File: src/rtl/imem_boot_ctrl.sv
// Instruction-memory boot loader: takes a length-prefixed little-endian byte
// stream, writes assembled 32-bit words to the imem write port, and holds the
// core in reset until the whole image has been written.
module imem_boot_ctrl #(
  parameter int unsigned DEPTH     = 64,
  parameter logic [31:0] BASE_ADDR = 32'h0000_0000,
  parameter int unsigned TIMEOUT   = 1024
) (
  input  logic        clk,
  input  logic        reset,
  input  logic        start,
  input  logic [7:0]  rx_data,
  input  logic        rx_valid,
  output logic        rx_ready,
  output logic        mem_we,
  output logic [31:0] mem_addr,
  output logic [31:0] mem_wdata,
  output logic        core_reset,
  output logic        done,
  output logic        error
);

  // Counter only needs to reach TIMEOUT-1.
  localparam int unsigned TmoW = (TIMEOUT > 1) ? $clog2(TIMEOUT) : 1;
  localparam logic [TmoW-1:0] TmoLast = TmoW'(TIMEOUT - 1);

  typedef enum logic [2:0] {
    StIdle,
    StLen0,
    StLen1,
    StData,
    StWrite,
    StDone,
    StErr
  } state_e;

  state_e          state_q, state_d;
  logic [15:0]     word_idx_q, word_idx_d;
  logic [1:0]      byte_idx_q, byte_idx_d;
  logic [15:0]     count_q, count_d;
  logic [TmoW-1:0] tmo_q, tmo_d;
  logic [31:0]     word_q, word_d;
  logic [31:0]     mem_addr_q, mem_addr_d;
  logic [31:0]     mem_wdata_q, mem_wdata_d;

  logic            accept;
  logic [15:0]     len_n;

  assign accept = rx_valid && rx_ready;
  assign len_n  = {rx_data, count_q[7:0]};

  // State and datapath registers with synchronous reset.
  always_ff @(posedge clk) begin
    if (reset) begin
      state_q     <= StIdle;
      word_idx_q  <= '0;
      byte_idx_q  <= '0;
      count_q     <= '0;
      tmo_q       <= '0;
      word_q      <= '0;
      mem_addr_q  <= BASE_ADDR;
      mem_wdata_q <= '0;
    end else begin
      state_q     <= state_d;
      word_idx_q  <= word_idx_d;
      byte_idx_q  <= byte_idx_d;
      count_q     <= count_d;
      tmo_q       <= tmo_d;
      word_q      <= word_d;
      mem_addr_q  <= mem_addr_d;
      mem_wdata_q <= mem_wdata_d;
    end
  end

  // Next-state and datapath update logic.
  always_comb begin
    state_d     = state_q;
    word_idx_d  = word_idx_q;
    byte_idx_d  = byte_idx_q;
    count_d     = count_q;
    tmo_d       = tmo_q;
    word_d      = word_q;
    mem_addr_d  = mem_addr_q;
    mem_wdata_d = mem_wdata_q;

    unique case (state_q)
      StIdle, StDone, StErr: begin
        if (start) begin
          state_d = StLen0;
          tmo_d   = '0;
        end
      end
      StLen0: begin
        if (accept) begin
          count_d[7:0] = rx_data;
          state_d      = StLen1;
        end
      end
      StLen1: begin
        if (accept) begin
          count_d[15:8] = rx_data;
          if (len_n == 16'd0 || 32'(len_n) > DEPTH) begin
            state_d = StErr;
          end else begin
            state_d    = StData;
            word_idx_d = '0;
            byte_idx_d = '0;
          end
        end
      end
      StData: begin
        if (accept) begin
          word_d[{byte_idx_q, 3'b000} +: 8] = rx_data;
          if (byte_idx_q == 2'd3) begin
            // Capture the write beat now so the port holds it outside WRITE.
            state_d     = StWrite;
            mem_addr_d  = BASE_ADDR + {14'b0, word_idx_q, 2'b00};
            mem_wdata_d = {rx_data, word_q[23:0]};
          end else begin
            byte_idx_d = byte_idx_q + 2'd1;
          end
        end
      end
      StWrite: begin
        word_idx_d = word_idx_q + 16'd1;
        byte_idx_d = '0;
        if (word_idx_q + 16'd1 == count_q) begin
          state_d = StDone;
        end else begin
          state_d = StData;
        end
      end
      default: state_d = StIdle;
    endcase

    // Inter-byte idle timeout; a byte on the expiry cycle still wins.
    if (state_q == StLen0 || state_q == StLen1 || state_q == StData) begin
      if (accept) begin
        tmo_d = '0;
      end else if (tmo_q == TmoLast) begin
        state_d = StErr;
      end else begin
        tmo_d = tmo_q + TmoW'(1);
      end
    end
  end

  // Moore output decode.
  always_comb begin
    rx_ready   = (state_q == StLen0) || (state_q == StLen1) || (state_q == StData);
    mem_we     = (state_q == StWrite);
    mem_addr   = mem_addr_q;
    mem_wdata  = mem_wdata_q;
    core_reset = (state_q != StDone);
    done       = (state_q == StDone);
    error      = (state_q == StErr);
  end

endmodule

File: config.mk
export PLATFORM = sky130hd
export DESIGN_NAME = imem_boot_ctrl
export DESIGN_NICKNAME = d
export VERILOG_FILES = /design/src/rtl/imem_boot_ctrl.sv
export SDC_FILE = /design/constraint.sdc
export NUM_CORES = 1
export LEC_CHECK = 0
export ABC_AREA = 1
export BUFFER_PORTS_ARGS = -buffer_cell sky130_fd_sc_hd__buf_4
export CAP_MARGIN = 25
export CORE_MARGIN = 2
export CORE_UTILIZATION = 64
export CTS_BUF_LIST = sky130_fd_sc_hd__clkbuf_2 sky130_fd_sc_hd__clkbuf_4 sky130_fd_sc_hd__clkbuf_8
export CTS_CLUSTER_SIZE = 14
export DETAILED_ROUTE_END_ITERATION = 16
export GPL_TIMING_DRIVEN = 0
export PLACE_DENSITY = 0.9
export SYNTH_ARGS = -nofsm -noshare
export SYNTH_HDL_FRONTEND = slang
export SYNTH_SLANG_ARGS = --single-unit
export TNS_END_PERCENT = 20
File: constraint.sdc
create_clock -name clk -period 2.9 [get_ports clk]
set_input_delay 0.58 -clock clk [delete_from_list [all_inputs] [get_ports clk]]
set_output_delay 0.58 -clock clk [all_outputs]
set_load 0.05 [all_outputs]
# == After elaboration in Yosys (flattened, before gate mapping) ==
# Index checks and enable logic that the tools add are counted.
# totals
reg_bits,127
latch_bits,0
ram_bits,0
mem_bits_ro,0
in_bits,12
out_inout_bits,69
n_memories,0
# classes
addsub,4
n_mul,0
div,0
magnitude_cmp,1
eq_ne,14
shift,2
mux,25
bitwise_logic,0
reduce_logical,15
# op_table
operator,n
10-bit 2-to-1 mux,5
32-bit bitwise mux,1
16-bit 2-to-1 mux,2
16-bit case mux with 2 select lines,1
"8-bit by 7-bit variable shift with 32-bit output, first input constant",1
8-bit by 7-bit indexed part select with 32-bit output,1
3-bit 2-to-1 mux,10
"16-bit by 1-bit adder with 16-bit output, second input constant",1
16-bit equality test,1
"16-bit by 7-bit greater-than comparator with 1-bit output, second input constant",1
16-bit logical NOT,1
3-bit case mux with 5 select lines,1
"10-bit by 1-bit adder with 10-bit output, second input constant",1
"10-bit equality test, second input constant",1
"3-bit equality test, second input constant",3
2-bit 2-to-1 mux,4
"2-bit != test, second input constant",4
5-bit negator with 7-bit output,1
"3-bit by 2-bit equality test with 1-bit output, second input constant",2
2-bit case mux with 3 select lines,1
2-bit AND reduction,3
3-bit AND reduction,2
5-bit AND reduction,1
"3-bit by 1-bit equality test with 1-bit output, second input constant",1
9 further kinds,11

# == Logic depth before layout (Yosys ltp) ==
# Gate-level depths: netlist of run 1.
# depth
ltp_word,9
depth_mapped,16
mapped_depth_nobuf,16

# == Worst setup path after synthesis of run 1 ==
# OpenSTA, ideal clock, no wires.
# synth_timing
path_kind,reg-to-output
startpoint,register state_q[0]
endpoint,output port core_reset
arrival_time_ps,1709
required_ps,2320
path_slack_ps,611
path_stages_with_launch,6
path_cell_list,dfxtp_1 > inv_1 > nor2_1 > inv_1 > nor2_1 > inv_1
# synth_between
elab_chain_len,1
# synth_rtl
item,line_no,source
"start, declared",37,"state_e state_q, state_d;"
"start signal, assigned",55,state_q <= StIdle;
"start signal, assigned",64,state_q <= state_d;
3-bit != test,154,core_reset = (state_q != StDone);
"end, declared",18,"output logic core_reset,"
# No other way between the ends.

# == Worst setup path in the final report of run 1 ==
# layout_timing
startpoint,register state_q[2]
endpoint,output port mem_we
# layout_between
elab_chain_len,1
# layout_rtl
item,line_no,source
3-bit equality test,151,mem_we = (state_q == StWrite);
"end, declared",15,"output logic mem_we,"
# No other way between the ends.

==> results by group, run 1 <==
Logic synthesis
  • Post-Syn Instances: 776
  • Synth Flop Type: dfxtp_1
  • Avg Inst Size Synth: just over 7 um2
  • Yosys cell types: 34
  • Post-synthesis xor/xnor area fraction: 0.3201%
  • Seq cells post-synth: 119
  • Post-Synth Adder-Cell Area: about 1.6%
  • Register area share after synthesis: between 40% and 50%
  • Count leader, synth: nand2_1
  • Synth area leader: dfxtp_1
  • Number of synthesis warnings: 0
  • Synth top area cells: dfxtp_1 44%, nand2_1 9.5%, a21oi_1 8.0%
  • Mapped cell area: between 5000 and 6000 um2
  • Largest family of logic cells by synthesized area: simple AND/OR/NAND/NOR gates
  • Synth top area share: ~44%
  • Commonest cells post-synth: 138 x nand2_1, 119 x dfxtp_1, 99 x nor2_1
  • Ys async rst share: 0%
  • Number of flops mapped to enable cells by yosys: 0
  • Compound-Gate Fraction of Synth Area: approximately 16%
  • Post-synthesis mux area share: 0%
  • Simple logic cell fraction of the synthesized area: between 20% and 30%

Clock network
  • CTS clk-pin slew, worst paths: roughly 70 ps
  • H-tree Lvls: 4
  • Clock tree buffer depth: 2
  • CTS hold repair buffers: 0
  • Worst skew pair latency: approximately 430 ps
  • Setup bufs post-CTS: 0
  • Clock tree sinks: about 120
  • Clk root buf: clkbuf_8
  • CTS tree: built
  • Post-cts sizing count: 0
  • Num CTS Buffers: 17

Floorplan
  • Die X: about 96 um
  • Core Box Area: about 8300 um2
  • Die ar.: approximately 9300 um2
  • Die span in y: a little under 100 um
  • Cell Rows: 33
  • Num ports: around 80
  • Initial core utilization: about 66%

Power
  • Pwr Total: between 3000 and 4000 uW
  • P_sw: around 1100 uW
  • Seq pwr share: between 40% and 50%
  • Switching portion of total power: between 20 and 30%
  • Clock network power share: about 40%
  • Pwr Density: around 590 nW/um2
  • Maximum VDD drop: about 0.47 mV
  • Comb pwr share: between 10% and 20%
  • Static leakage: between 0.002 and 0.003 uW
  • Int Pwr: roughly 2700 uW

Route
  • DR WL met2: between 7000 and 8000 um
  • DR top layer: met4
  • Vias per std cell: between 5 and 6
  • Drt first pass iters: 7
  • DR WL met3: around 1500 um
  • Drc violations: 0
  • Met1 Routed Length: around 6000 um
  • Per-cell routed wire length: between 15 and 20 um
  • Via count: 5708
  • Iteration-0 DRC Markers: 470
  • Post-Route WL: 15410 um
  • Routed Antenna Nets: 0

Critical path
  • Crit path largest cell delay: 490 ps
  • Worst R2R Start: state_q[0]
  • WP data arrival: 2180 ps
  • Critical Path Start: state_q[2]
  • CP Max Fanout: 10
  • Reg2Reg Depth: 11
  • R2r endpoint: mem_wdata[22]
  • CP endpoint kind: output pin
  • Cells along the critical path: inv_1 -> nor2_1 -> buf_2 -> buf_1 -> buf_4
  • R2R Setup Slk: about 710 ps
  • Nature of the critical path startpoint: flop
  • WP data required: between 2000 and 2500 ps
  • CP max-delay cell: buf_1
  • Crit Path Category: flop to output pin

Worst hold path
  • Hold Crit Depth: 2
  • WHS Endpoint: count_q[11]
  • Hold Path Class: flop to flop
  • Min-delay src: count_q[11]

Cells and area
  • Total Nets Final: ~900
  • Layout cell share with drive strength beyond 1: between 15 and 20%
  • Fillcell total: just under 600
  • Syn-to-layout area delta: 19.80%
  • N_diodes: 0

Place
  • Hpwl dp: ~11000 um
  • Port bufs: 64
  • RePlAce Congestion: 0.9876

Timing
  • Final min period: approximately 2800 ps
  • Final setup viols: 0
  • Fmax: approximately 360 MHz
  • Fin. Hold Viols: 0
  • Slew @ Worst Pin: around 660 ps
  • Fin crit share: a little over nine tenths
  • Max Slew Vio Count: 0
  • RSZ-0062 raised after global routing: no
  • Fin Setup TNS: 0 ps
  • Slew HR: between 50% and 60%
  • Final Skew: about 11 ps

Global routing
  • Largest net degree at the start of global routing: 17
  • Grt ovf: 0
  • Initial antenna violation count: 0
  • Vias in the first global route: 5290
  • First-pass GRT wire length: 24080 um
  • GRT Resource Usage Total: between 30% and 40%

Status
  • Status: finished, final reports clean

Flow run
  • Max Cap Viol: 0
[cell families after synthesis]
group | after synthesis
AO/OA/AOI/OAI | 175
XOR/XNOR | 2
AND/OR/NAND/NOR | 354
adder cells (fa/ha/maj) | 7
buffers and inverters | 118
flip-flops | 119
other | 1
[through the flow]
stage	instances	worst slack, ps	hold slack, ps	util [%]	area [um2]
after floorplan	791	610.8	442.8	-	5529
after global placement	960	640.0	453.4	74.36	6141
after detailed placement	960	611.5	458.2	74.36	6141
after CTS	992	160.6	469.7	79.39	6556
after global routing	992	29.14	483.6	79.39	6556
final	992	137.9	470.3	79.39	6556
[power by group through the flow]
stage | clock network (uW) | logic, uW | registers, uW
final | 1580 | 539 | 1730
after global routing | 1650 | 591 | 1730
after CTS | 1570 | 526 | 1720
after detailed placement | 0 | 517 | 1760
after global placement | 0 | 503 | 1760
after floorplan | 0 | 388 | 1750
[critical path: cells and delay by family, from the launching register on]
| family | cells | cell delay [ps] |
|---|---|---|
| buffers and inverters | 4 | 1200 |
| flip-flops | 1 | 410 |
| AND/OR/NAND/NOR | 1 | 150 |
[metal layers]
layer	vias to the layer above	track usage, %
met2	323	58.80
li1	2734	-
met3	85	8.223
met4	0	17.14
met1	2566	38.63
met5	-	0
[layout make-up]
type | count | area (um2) | area share [%]
Timing Repair Buffer | 64 | 480.5 | 7.328
Inverter | 72 | 270.3 | 4.122
Multi-Input combinational cell | 554 | 2630 | 40.11
Clock buffer | 20 | 262.8 | 4.008
Sequential cell | 119 | 2382 | 36.34
Clock inverter | 12 | 152.6 | 2.328
Tap cell | 105 | 131.4 | 2.004
Buffer | 46 | 246.5 | 3.760
[flip-flops by register name (all words and copies together), names as in the netlist]
signal	cells
mem_wdata	32
state_q	3
word_idx_q	16
tmo_q	10
byte_idx_q	2
count_q	16
word_q	24
mem_addr	16
[worst max-delay path by stage]
stage                 endpoint  slack, ps  depth (start not counted)
global route            mem_we         30                          5
detailed placement      mem_we        610                          5
finish                  mem_we        140                          5
CTS                     mem_we        160                          5
global placement        mem_we        640                          5
floorplan           core_reset        610                          5
[placed cells by master, fill, tap and decap left out, drive strengths merged]
cell type and n:
a211oi 2, a21oi 87, a221oi 1, a31oi 1, buf 90, bufinv 3
clkbuf 40, clkinv 8, clkinvlp 1, conb 16, dfxtp 119, ha 7
inv 72, nand2 145, nand3 61, nand3b 1, nand4 27, nor2 110
nor3 6, nor3b 1, nor4 2, o211ai 2, o21ai 80, o21bai 1
o31ai 1, or2 1, xnor2 1, xor2 1
(Power assumes the default switching activity.)
==> inputs of run 2 (changes only) <==
Settings changed: BUFFER_PORTS_ARGS -buffer_cell sky130_fd_sc_hd__buf_4 to not set, CORE_UTILIZATION 64 to 65, DONT_BUFFER_PORTS set to 1, PLACE_DENSITY 0.9 to 0.83.
==> results by group, run 2 (synthesis results as in run 1) <==
Status
  • Status: finished, final reports clean

Floorplan
  • Num ports: 81 (unchanged)
  • Core Box Area: 8175 um2 (-1.0%)
  • Cell Rows: 33 (unchanged)
  • Initial core utilization: 66.94% (+0.67 points)
  • Die X: 95.76 um (-0.74%)
  • Die ar.: 9170 um2 (-1.5%)
  • Die span in y: 95.76 um (-0.74%)

Route
  • Via count: 5208 (-8.8%)
  • Drc violations: 0 (unchanged)
  • Iteration-0 DRC Markers: 361 (-23%)
  • Post-Route WL: 14080 um (-8.7%)
  • Routed Antenna Nets: 0 (unchanged)
  • Per-cell routed wire length: 15.14 um (-2.6%)
  • Drt first pass iters: 6 (-1)
  • Vias per std cell: 5.600 (-2.7%)

Timing
  • Max Slew Vio Count: 0 (unchanged)
  • Fmax: 391.0 MHz (+8.0%)
  • Final Skew: 11.07 ps (-0.3614 ps)
  • Slew HR: 40.81% (-15 points)
  • RSZ-0062 raised after global routing: no
  • Fin Hold WS: 276.2 ps (-194.1 ps)
  • Fin. Hold Viols: 0 (unchanged)
  • Final setup viols: 0 (unchanged)
  • Final min period: 2558 ps (-204.3 ps)
  • Fin crit share: 88.20% (-7.0 points)
  • Fin Setup TNS: 0 ps (unchanged)
  • Slew @ Worst Pin: 884.5 ps (+227.3 ps)

Clock network
  • Clock tree sinks: 119 (unchanged)
  • CTS tree: built
  • Post-cts sizing count: 0 (unchanged)
  • H-tree Lvls: 4 (unchanged)
  • Clock tree buffer depth: 2 (unchanged)
  • CTS hold repair buffers: 0 (unchanged)
  • CTS clk-pin slew, worst paths: 80 ps (about the same)
  • Num CTS Buffers: 17 (unchanged)
  • Worst skew pair latency: 450 ps (+20 ps)
  • Clk root buf: clkbuf_8
  • Setup bufs post-CTS: 0 (unchanged)

Critical path
  • WP data required: 2320 ps (about the same)
  • Nature of the critical path startpoint: flop
  • WP data arrival: 1980 ps (-200 ps)
  • Cells along the critical path: inv_1 -> nor2_1 -> inv_1 -> nor2_2 -> inv_1
  • Critical Path Start: state_q[0]
  • Worst R2R Start: state_q[2]
  • Top Family by Delay on Critical Path: simple AND/OR/NAND/NOR gates
  • CP bufs+invs: 3 (-1)
  • Crit path top cell by count: inv_1
  • CP endpoint kind: output pin
  • Crit path largest cell delay: 480 ps (about the same)
  • CP Max Fanout: 3 (-7)
  • CP max-delay cell: nor2_2
  • Crit Path Category: flop to output pin

Cells and area
  • Most common cell after layout, fill and taps aside: nand2_1
  • Syn-to-layout area delta: 11.04%
  • Layout cell share with drive strength beyond 1: 10.18% (-6.2 points)
  • N_diodes: 0 (unchanged)
  • Most frequent cells in the layout: 138 x nand2_1, 119 x dfxtp_1, 98 x nor2_1
  • Max reg flops: 32 (unchanged)
  • Fillcell total: 692 (+16%)
  • Total Nets Final: 831 (-6.9%)

Power
  • P_sw: 1177 uW (+5.5%)
  • Int Pwr: 2534 uW (-7.1%)
  • Clock network power share: 40.3% (-0.8 points)
  • Seq pwr share: 46.5% (+1.6 points)
  • Maximum VDD drop: 0.3914 mV (-17%)
  • Static leakage: 0.002521 uW (-12%)
  • Pwr Density: 610.7 nW/um2 (+4.2%)
  • Comb pwr share: 13.2% (-0.8 points)
  • Switching portion of total power: 31.72% (+2.7 points)

Worst hold path
  • Hold Path Class: input pin to flop
  • Min-delay src: rx_data[4]

Global routing
  • Grt ovf: 0 (unchanged)
  • Largest net degree at the start of global routing: 17 (unchanged)
  • First-pass GRT wire length: 22410 um (-6.9%)
  • Initial antenna violation count: 0 (unchanged)
  • GRT Resource Usage Total: 32.39% (-1.4 points)
  • Vias in the first global route: 4845 (-8.4%)

Place
  • Port bufs: 0 (-100%)
  • Hpwl dp: 10220 um (-4.7%)
  • RePlAce Congestion: 0.9436 (-4.5%)

Flow run
  • Max Cap Viol: 0 (unchanged)
## run 2: cell types whose count changed in the layout (fill, tap and decap cells not counted), sizes merged
cell / previous run / this run
inv: 72 / 82
clkinvlp: 1 / 2
buf: 90 / 28
clkinv: 8 / 2
bufinv: 3 / 1
clkbuf: 40 / 37
## run 2: path summary, 6_finish.rpt
path / end / slack, ps / cells past startpoint
setup / recovery: core_reset / 340 / 5
hold / removal: mem_wdata[28] / 280 / 2
setup reg to reg: tmo_q[4] / 780 / 9
hold reg to reg: word_q[23] / 470 / 2
## run 2: layout make-up
class                   instances  area [um2]  area share (%)
plain buffers                  46       246.5           4.056
well taps                     105       131.4           2.162
repair buffers                  2       22.52          0.3706
clock inverters                15       157.7           2.594
inverters                      72       270.3           4.447
multi-input cells             554        2633           43.32
clock buffers                  17       234.0           3.850
flip-flops and latches        119        2382           39.20
## run 2: routing by layer
metal | global-route usage, % | routed length, um | vias up
met5 | 0 | 0 | -
met4 | 16.67 | 590 | 0
met3 | 7.361 | 1081 | 47
met2 | 57.23 | 6776 | 231
met1 | 36.37 | 5629 | 2320
li1 | - | - | 2610
## run 2: power groups by stage
stage | logic [uW] | registers, uW | clock network, uW
after floorplan | 388 | 1750 | 0
after global placement | 465 | 1760 | 0
after detailed placement | 480 | 1760 | 0
after CTS | 484 | 1720 | 1510
after global routing | 547 | 1730 | 1570
final | 491 | 1720 | 1500
## run 2: per-stage QoR
| stage | power, uW | setup slack (ps) | instances | util [%] | area (um2) |
|---|---|---|---|---|---|
| global placement | 2223 | 526.3 | 896 | 69.24 | 5660 |
| finish | 3711 | 342.2 | 930 | 74.33 | 6077 |
| detailed placement | 2240 | 528.6 | 898 | 69.51 | 5683 |
| floorplan | 2139 | 610.8 | 791 | - | 5529 |
| global route | 3848 | 243.0 | 930 | 74.33 | 6077 |
| CTS | 3712 | 45.68 | 930 | 74.30 | 6075 |
==> inputs of run 3 (changes only) <==
Settings changed: CORE_UTILIZATION 65 to 45, PLACE_DENSITY 0.83 to 0.62.
Clock period 2.9 ns to 3.2 ns, I/O delays scaled along.
==> results by group, run 3 (synthesis results as in run 1) <==
Status
  • Status: finished, final reports clean

Cells and area
  • Layout cell share with drive strength beyond 1: 9.622% (-0.56 points)
  • Max reg flops: 32 (unchanged)
  • Multi-input gate area: 2630 um2 (about the same)
  • Total Nets Final: 830 (-0.12%)
  • FF+latch area: 2382 um2 (unchanged)
  • Most frequent cells in the layout: 138 x nand2_1, 119 x dfxtp_1, 99 x nor2_1
  • Fillcell total: 1194 (+73%)
  • Post-Route Utilization: 51.24% (-23 points)
  • Syn-to-layout area delta: 12.00%
  • Most common cell after layout, fill and taps aside: nand2_1
  • N_diodes: 0 (unchanged)

Floorplan
  • Core Box Area: 11960 um2 (+46%)
  • Num ports: 81 (unchanged)
  • Initial core utilization: 45.75% (-21 points)
  • Cell Rows: 40 (+21%)
  • Die X: 114.3 um (+19%)
  • Die ar.: 13060 um2 (+42%)
  • Die span in y: 114.3 um (+19%)

Clock network
  • Clock tree buffer depth: 2 (unchanged)
  • Setup bufs post-CTS: 0 (unchanged)
  • CTS hold repair buffers: 0 (unchanged)
  • Clock tree sinks: 119 (unchanged)
  • H-tree Lvls: 4 (unchanged)
  • Worst skew pair latency: 440 ps (about the same)
  • Post-cts sizing count: 0 (unchanged)
  • Clk root buf: clkbuf_8
  • Num CTS Buffers: 17 (unchanged)
  • CTS tree: built
  • CTS clk-pin slew, worst paths: 70 ps (about the same)

Power
  • Int Pwr: 2465 uW (-2.7%)
  • Static leakage: 0.002526 uW (+0.19%)
  • Seq pwr share: 45.9% (-0.6 points)
  • Switching portion of total power: 27.70% (-4.0 points)
  • Pwr Density: 556.2 nW/um2 (-8.9%)
  • Comb pwr share: 13.0% (-0.2 points)
  • Clock network power share: 41.2% (+0.9 points)
  • P_sw: 944.3 uW (-20%)
  • Maximum VDD drop: 0.3109 mV (-21%)

Global routing
  • GRT Resource Usage Total: 23.22% (-9.2 points)
  • First-pass GRT wire length: 23390 um (+4.4%)
  • Grt ovf: 0 (unchanged)
  • Initial antenna violation count: 0 (unchanged)
  • Vias in the first global route: 4834 (-0.23%)
  • Largest net degree at the start of global routing: 17 (unchanged)

Critical path
  • Cells along the critical path: inv_1 -> nor2_1 -> inv_1 -> nor2_1 -> inv_1
  • Crit path top cell by count: inv_1
  • CP endpoint kind: output pin
  • Nature of the critical path startpoint: flop
  • WP data required: 2560 ps (+240 ps)
  • Crit path largest cell delay: 730 ps (+250 ps)
  • CP Max Fanout: 3 (unchanged)
  • Crit Path Category: flop to output pin
  • WP data arrival: 2310 ps (+330 ps)
  • CP max-delay cell: nor2_1

Timing
  • Final setup viols: 0 (unchanged)
  • Max Slew Vio Count: 0 (unchanged)
  • Slew @ Worst Pin: 960.4 ps (+75.82 ps)
  • Fin crit share: between 90 and 100%
  • Slew HR: 35.74% (-5.1 points)
  • Final min period: a little under 3000 ps
  • Final Skew: 9.005 ps (-2.063 ps)
  • Fin. Hold Viols: 0 (unchanged)
  • Fin Setup TNS: 0 ps (unchanged)
  • RSZ-0062 raised after global routing: no
  • Fmax: around 340 MHz

Place
  • Hpwl dp: 10800 um (+5.6%)
  • RePlAce Congestion: 0.8989 (-4.7%)
  • Port bufs: 0 (unchanged)

Route
  • Via count: 5170 (-0.73%)
  • Post-Route WL: 14750 um (+4.7%)
  • Drt first pass iters: 5 (-1)
  • Vias per std cell: 5.341 (-4.6%)
  • Iteration-0 DRC Markers: 292 (-19%)
  • Routed Antenna Nets: 0 (unchanged)
  • Per-cell routed wire length: 15.23 um (+0.63%)
  • Drc violations: 0 (unchanged)

Flow run
  • Max Cap Viol: 0 (unchanged)

Worst hold path
  • Hold Path Class: input pin to flop
==> run 3: metrics by stage <==
step / instance area (um2) / instances / hold slack (ps) / setup slack, ps / total power (uW)
after global routing: 6130 / 968 / 326.7 / 144.4 / 3561
after global placement: 5713 / 938 / 456.3 / 718.4 / 2024
after CTS: 6130 / 968 / 317.9 / 224.7 / 3435
final: 6130 / 968 / 339.2 / 252.6 / 3409
after detailed placement: 5728 / 939 / 458.8 / 709.0 / 2037
after floorplan: 5529 / 791 / 442.8 / 850.8 / 1939
==> run 3: power groups by stage <==
stage | Combinational [uW] | Sequential, uW | Clock [uW]
4_1_cts | 442 | 1560 | 1430
5_1_grt | 498 | 1570 | 1500
6_report | 442 | 1560 | 1400
3_3_place_gp | 429 | 1600 | 0
3_5_place_dp | 440 | 1600 | 0
2_1_floorplan | 352 | 1590 | 0
==> run 3: worst max-delay path: cells and delay by family, from the launching register on <==
| kind | cells | cell delay [ps] |
|---|---|---|
| simple gates | 2 | 900 |
| buf+inv | 3 | 600 |
| flops | 1 | 360 |
==> run 3: cell type report <==
| type | count | area share (%) |
|---|---|---|
| buffer | 46 | 4.021 |
| clock buffer | 21 | 4.511 |
| clock inverter | 8 | 2.041 |
| inverter | 72 | 4.409 |
| multi-input combinational | 554 | 42.91 |
| sequential | 119 | 38.86 |
| tap | 147 | 3.001 |
| timing repair buffer | 1 | 0.2449 |
==> run 3: layer usage <==
metal | share of wire [%] | track usage [%]
met2 | 47 | 39.05
met1 | 44 | 27.33
met3 | 6.8 | 6.882
met4 | 2.9 | 10.57
met5 | 0 | 0
==> run 3: path summary, 6_finish.rpt <==
path	start	to	slack (ps)	cells past startpoint
max	state_q[0]	core_reset	250	5
min	rx_data[6]	mem_wdata[30]	340	2
max reg2reg	word_idx_q[1]	state_q[1]	1000	16
min reg2reg	word_q[23]	word_q[23]	470	2
